File: config.mk
export PLATFORM = sky130hd
export DESIGN_NAME = bus_slave_response_collector
export DESIGN_NICKNAME = d
export VERILOG_FILES = /design/src/rtl/bus_slave_response_collector_pkg.sv /design/src/rtl/bus_slave_response_collector_watchdog.sv /design/src/rtl/bus_slave_response_collector.sv
export SDC_FILE = /design/constraint.sdc
export NUM_CORES = 1
export LEC_CHECK = 0
export ABC_AREA = 1
export CAP_MARGIN = 40
export CORE_AREA = 2 2 124 126
export CTS_BUF_LIST = sky130_fd_sc_hd__clkbuf_8
export DETAILED_ROUTE_END_ITERATION = 12
export DIE_AREA = 0 0 126 128
export GPL_TIMING_DRIVEN = 0
export PLACE_DENSITY = 0.73
export SLEW_MARGIN = 20
export SYNTH_ARGS = -nofsm -noshare
export SYNTH_HDL_FRONTEND = slang
export SYNTH_SLANG_ARGS = --single-unit
File: constraint.sdc
create_clock -name clk_i -period 4.3 [get_ports clk_i]
set_clock_uncertainty 0.05 [all_clocks]
set_input_delay 1.075 -clock clk_i [delete_from_list [all_inputs] [get_ports clk_i]]
set_output_delay 1.075 -clock clk_i [all_outputs]
set_load 0.1 [all_outputs]
File: src/rtl/bus_slave_response_collector_pkg.sv
// bus_slave_response_collector_pkg: shared bus config, state encoding and response kinds
package bus_slave_response_collector_pkg;
    localparam int BUS_SLAVE_NUMBER = 8;
    typedef enum logic [1:0] {
        IDLE = 2'd0,
        WAIT = 2'd1,
        RESP = 2'd2
    } state_t;
    typedef enum logic {
        RESP_ACK = 1'b0,
        RESP_ERR = 1'b1
    } resp_kind_t;
endpackage

File: src/rtl/bus_slave_response_collector_watchdog.sv
// bus_watchdog_counter: saturating wait-cycle counter flagging when TIMEOUT is reached
module bus_watchdog_counter #(
    parameter int TIMEOUT = 255
) (
    input  logic clk_i,
    input  logic rst_i,
    input  logic clr_i,
    input  logic en_i,
    output logic expired_o
);
    localparam int CW = $clog2(TIMEOUT + 1);
    logic [CW-1:0] cnt;
    assign expired_o = cnt == CW'(TIMEOUT);
    always_ff @(posedge clk_i) begin
        if (rst_i || clr_i) cnt <= '0;
        else if (en_i && !expired_o) cnt <= cnt + 1'b1;
    end
endmodule

File: src/rtl/bus_slave_response_collector.sv
// bus_slave_response_collector: muxes selected slave ack/err/data back to the master with watchdog
module bus_slave_response_collector
    import bus_slave_response_collector_pkg::*;
#(
    parameter int SLAVE_NUMBER = BUS_SLAVE_NUMBER,
    parameter int DATA_WIDTH   = 32,
    parameter int TIMEOUT      = 255
) (
    input  logic                             clk_i,
    input  logic                             rst_i,
    input  logic                             stb_i,
    input  logic                             cyc_i,
    input  logic [SLAVE_NUMBER-1:0]          cs_i,
    input  logic                             adr_err_i,
    input  logic [SLAVE_NUMBER-1:0]          s_ack_i,
    input  logic [SLAVE_NUMBER-1:0]          s_err_i,
    input  logic [SLAVE_NUMBER*DATA_WIDTH-1:0] s_dat_i,
    output logic                             ack_o,
    output logic                             err_o,
    output logic [DATA_WIDTH-1:0]            dat_o,
    output logic                             timeout_o,
    output logic                             busy_o
);
    localparam int SW = SLAVE_NUMBER > 1 ? $clog2(SLAVE_NUMBER) : 1;

    function automatic logic [SW-1:0] lowest(input logic [SLAVE_NUMBER-1:0] v);
        lowest = '0;
        for (int i = SLAVE_NUMBER - 1; i >= 0; i--)
            if (v[i]) lowest = SW'(i);
    endfunction

    state_t        state;
    logic [SW-1:0] sel;
    logic          expired;
    logic          req;
    logic          done;
    resp_kind_t    kind;

    assign req    = stb_i & cyc_i;
    assign busy_o = state != IDLE;

    always_comb begin
        done = s_err_i[sel] | s_ack_i[sel] | expired;
        kind = (s_err_i[sel] | ~s_ack_i[sel]) ? RESP_ERR : RESP_ACK;
    end

    bus_watchdog_counter #(.TIMEOUT(TIMEOUT)) u_watchdog (
        .clk_i    (clk_i),
        .rst_i    (rst_i),
        .clr_i    (state != WAIT),
        .en_i     (state == WAIT),
        .expired_o(expired)
    );

    always_ff @(posedge clk_i) begin
        if (rst_i) begin
            state     <= IDLE;
            sel       <= '0;
            ack_o     <= 1'b0;
            err_o     <= 1'b0;
            dat_o     <= '0;
            timeout_o <= 1'b0;
        end else begin
            ack_o <= 1'b0;
            err_o <= 1'b0;
            case (state)
                IDLE: if (req) begin
                    if (adr_err_i || cs_i == '0) begin
                        err_o <= 1'b1;
                        state <= RESP;
                    end else begin
                        sel   <= lowest(cs_i);
                        state <= WAIT;
                    end
                end
                WAIT: if (!req) state <= IDLE;
                else if (done) begin
                    state <= RESP;
                    ack_o <= kind == RESP_ACK;
                    err_o <= kind == RESP_ERR;
                    if (kind == RESP_ACK) dat_o <= s_dat_i[sel*DATA_WIDTH +: DATA_WIDTH];
                    if (!s_err_i[sel] && !s_ack_i[sel]) timeout_o <= 1'b1;
                end
                default: state <= IDLE;
            endcase
        end
    end
endmodule

==> out/qor.csv <==
stage,metric,value,unit
status,run status,finished clean,
setup_path,Critical Path RT,3.17,ns
setup_path,crit end category,output pin,
logic_synthesis,post-synthesis net count,1189,
setup_path,"Largest stage delay, worst path",0.58,ns
setup_path,Crit Path Category,register to output pin,
grt,initial antenna violation count,1,
setup_path,"delay-heaviest family, CP",buffers and inverters,
setup_path,worst path cell trace,nor2_1 > inv_1 > clkdlybuf4s50_1 > buf_16,
clock_network,# H-tree levels,2,
sta,relative slew slack,38.5,%
power,Static Leak,4.14,nW
min_path,hold crit path type,register to register,
power,maximum VDD drop,0.173,mV
place,gpl congestion,0.917,
power,combinational power share,43.3,%
grt,largest net degree at the start of global routing,17,
logic_synthesis,synthesized instance count,903,
logic_synthesis,top post-synthesis cells by area,"nand2_1, nand3_1, dfxtp_1",
logic_synthesis,count of different cell masters after synthesis,23,
route,DRC viols,0,
logic_synthesis,synthesized flop and latch total,48,
power,sw frac,32.3,%
clock_network,CTS Root Buffer Type,clkbuf_8,
sta,worst hold margin,0.412,ns
place,Area after DPL,8860,um^2
logic_synthesis,mapped cell area,4580,um^2
flow_run,max-cap violation count,0,
logic_synthesis,predominant post-synthesis flop cell,dfxtp_1,
setup_path,CP Max Fanout,3,
sta,Tmin final,2.72,ns
clock_network,CTS Buffer Depth,2,
place,port bufs,320,
floorplanning,Chip Height,128,um
floorplanning,DIE AREA,16100,um^2
place,pre-CTS WS,1.48,ns
logic_synthesis,most frequent cell after synthesis,nand2_1,
power,sw power,0.458,mW
power,PwrDens,158,nW/um^2
grt,total gr overflow,0,
layout,Area Overhead vs Synth,95.9,%
power,Reg power frac,31.8,%
clock_network,hold_buf cts,0,
clock_network,clock slew at reported path FFs,0.11,ns
setup_path,CP bufs+invs,3,
grt,vias in the first global route,6879,
setup_path,Crit-path slowest cell,clkdlybuf4s50_1,
grt,first-pass GRT wire length,37700,um
layout,multi-input logic area,3040,um^2
route,Final ANT Viol Nets,0,
floorplanning,I/O Pins,321,
route,via count,7254,
logic_synthesis,asr flop ratio synth,0,%
power,clock group share of total power,24.9,%
clock_network,Num CTS Buffers,5,
layout,Post-Route Utilization,60.4,%
sta,Final Slew Violations,0,
sta,Setup Viol. Count Final,0,
place,placed insts,1447,
logic_synthesis,Mean Syn Cell Area,5.08,um^2
logic_synthesis,Yosys top cell by area,nand2_1,
layout,number of diodes,0,
clock_network,clock sink total,48,
sta,Peak Freq,368,MHz
route,Total Wirelength,25100,um
sta,final worst slack,1.58,ns
power,Cell Int Power,0.961,mW
floorplanning,Initial Util,30.8,%
floorplanning,Core Area,14900,um^2
place,placed wire-length estimate,19700,um
layout,Final nets,1552,
sta,worst-margin pin slew,0.922,ns
sta,final hold violations,0,
layout,final instance area,8980,um^2
route,1st-iter DRT viols,477,
clock_network,Worst-Skew Late Latency,0.32,ns
layout,Filler cells,1419,
layout,"non-filler cells, final",1455,
power,overall power,1.42,mW
sta,part of the cycle the worst path needs,63.3,%
setup_path,Setup crit start kind,register,
logic_synthesis,most frequent cells after synthesis,"nand2_1, nand3_1, nor2_1",
layout,register area,961,um^2
clock_network,post-CTS setup buffers,0,
clock_network,TritonCTS clock tree,done,
sta,RSZ-0062 raised after global routing,false,
route,Vias/cell,4.99,
logic_synthesis,Synth Warn #,0,
sta,Post-Route Setup TNS,0,ns
route,mean routed wirelength per cell,17.2,um
floorplanning,row count,45,
setup_path,crit path DAT,1.60,ns
logic_synthesis,sequential fraction of the synthesis area,21.0,%
route,first-pass detailed-route iteration total,5,
logic_synthesis,area fraction of the dominant cell type after synthesis,32.1,%
floorplanning,Die W,126,um
grt,GRT Total Usage,29.8,%
layout,share of layout cells above drive strength 1,7.02,%
logic_synthesis,Post-synth EDFFs,0,
clock_network,post-CTS sizing,0,
-- layer usage --
metal / share of wire [%] / global-route usage (%) / wire (um)
met5: 0.052 / 0 / 13
met4: 2.5 / 9.11 / 623
met3: 7.1 / 4.72 / 1770
met2: 48 / 51.2 / 12100
met1: 42 / 38.4 / 10600
-- cells by family after synthesis --
logic type                 synth area share [%]
AOI/OAI and AO/OA                          3.14
adders and majority gates                 0.273
DFF                                        21.0
and+or+nand+nor                            62.4
buffers and inverters                      12.8
xor gates and xnor gates                  0.382
-- cells in the final DEF (no fill, tap or decap), types with 3 or more instances in the layout --
master           instances
nand4_1                  4
a21oi_1                 12
o21ai_0                 14
buf_6                    3
clkbuf_1                 6
clkdlybuf4s50_1        320
buf_2                   34
nand2_1                392
dfxtp_1                 48
buf_4                    4
nor2_1                  82
buf_1                   14
clkbuf_8                 5
inv_2                    3
nand3_1                208
buf_16                  24
inv_1                   70
buf_8                   12
-- final timing paths --
kind | startpoint | to | slack [ns] | depth (start not counted)
worst max-delay path | state[1] | busy_o | 1.58 | 4
worst min-delay path | timeout_o | timeout_o | 0.41 | 2
worst max register to register | sel[1] | dat_o[28] | 2.14 | 8
worst min register to register | timeout_o | timeout_o | 0.41 | 2
-- power groups by stage --
stage / Clock, mW / Combinational, mW / Sequential, mW
3_3_place_gp: 0 / 0.592 / 0.461
3_5_place_dp: 0 / 0.609 / 0.461
2_1_floorplan: 0 / 0.230 / 0.474
5_1_grt: 0.377 / 0.668 / 0.452
6_report: 0.353 / 0.615 / 0.451
4_1_cts: 0.359 / 0.612 / 0.451
-- worst register-to-register path, delay by kind of cell (launching register included) --
family | cells | cell delay [ns]
buffers and inverters | 3 | 1.01
DFF | 1 | 0.40
and+or+nand+nor | 5 | 0.58
-- sequential cells by signal, summed over array words and instances (netlist names) --
register / cells
timeout_o: 1
sel: 3
err_o: 1
u_watchdog.cnt: 8
state: 2
ack_o: 1
dat_o: 32
-- layout make-up --
type,instances,share of cell area [%]
multi-input combinational,720,33.8
sequential,48,10.7
tap,188,2.62
clock inverter,3,0.516
clock buffer,5,0.766
buffer,61,3.44
inverter,74,3.09
timing repair buffer,356,45.0
No activity file was read; power rests on OpenSTA's default activity.
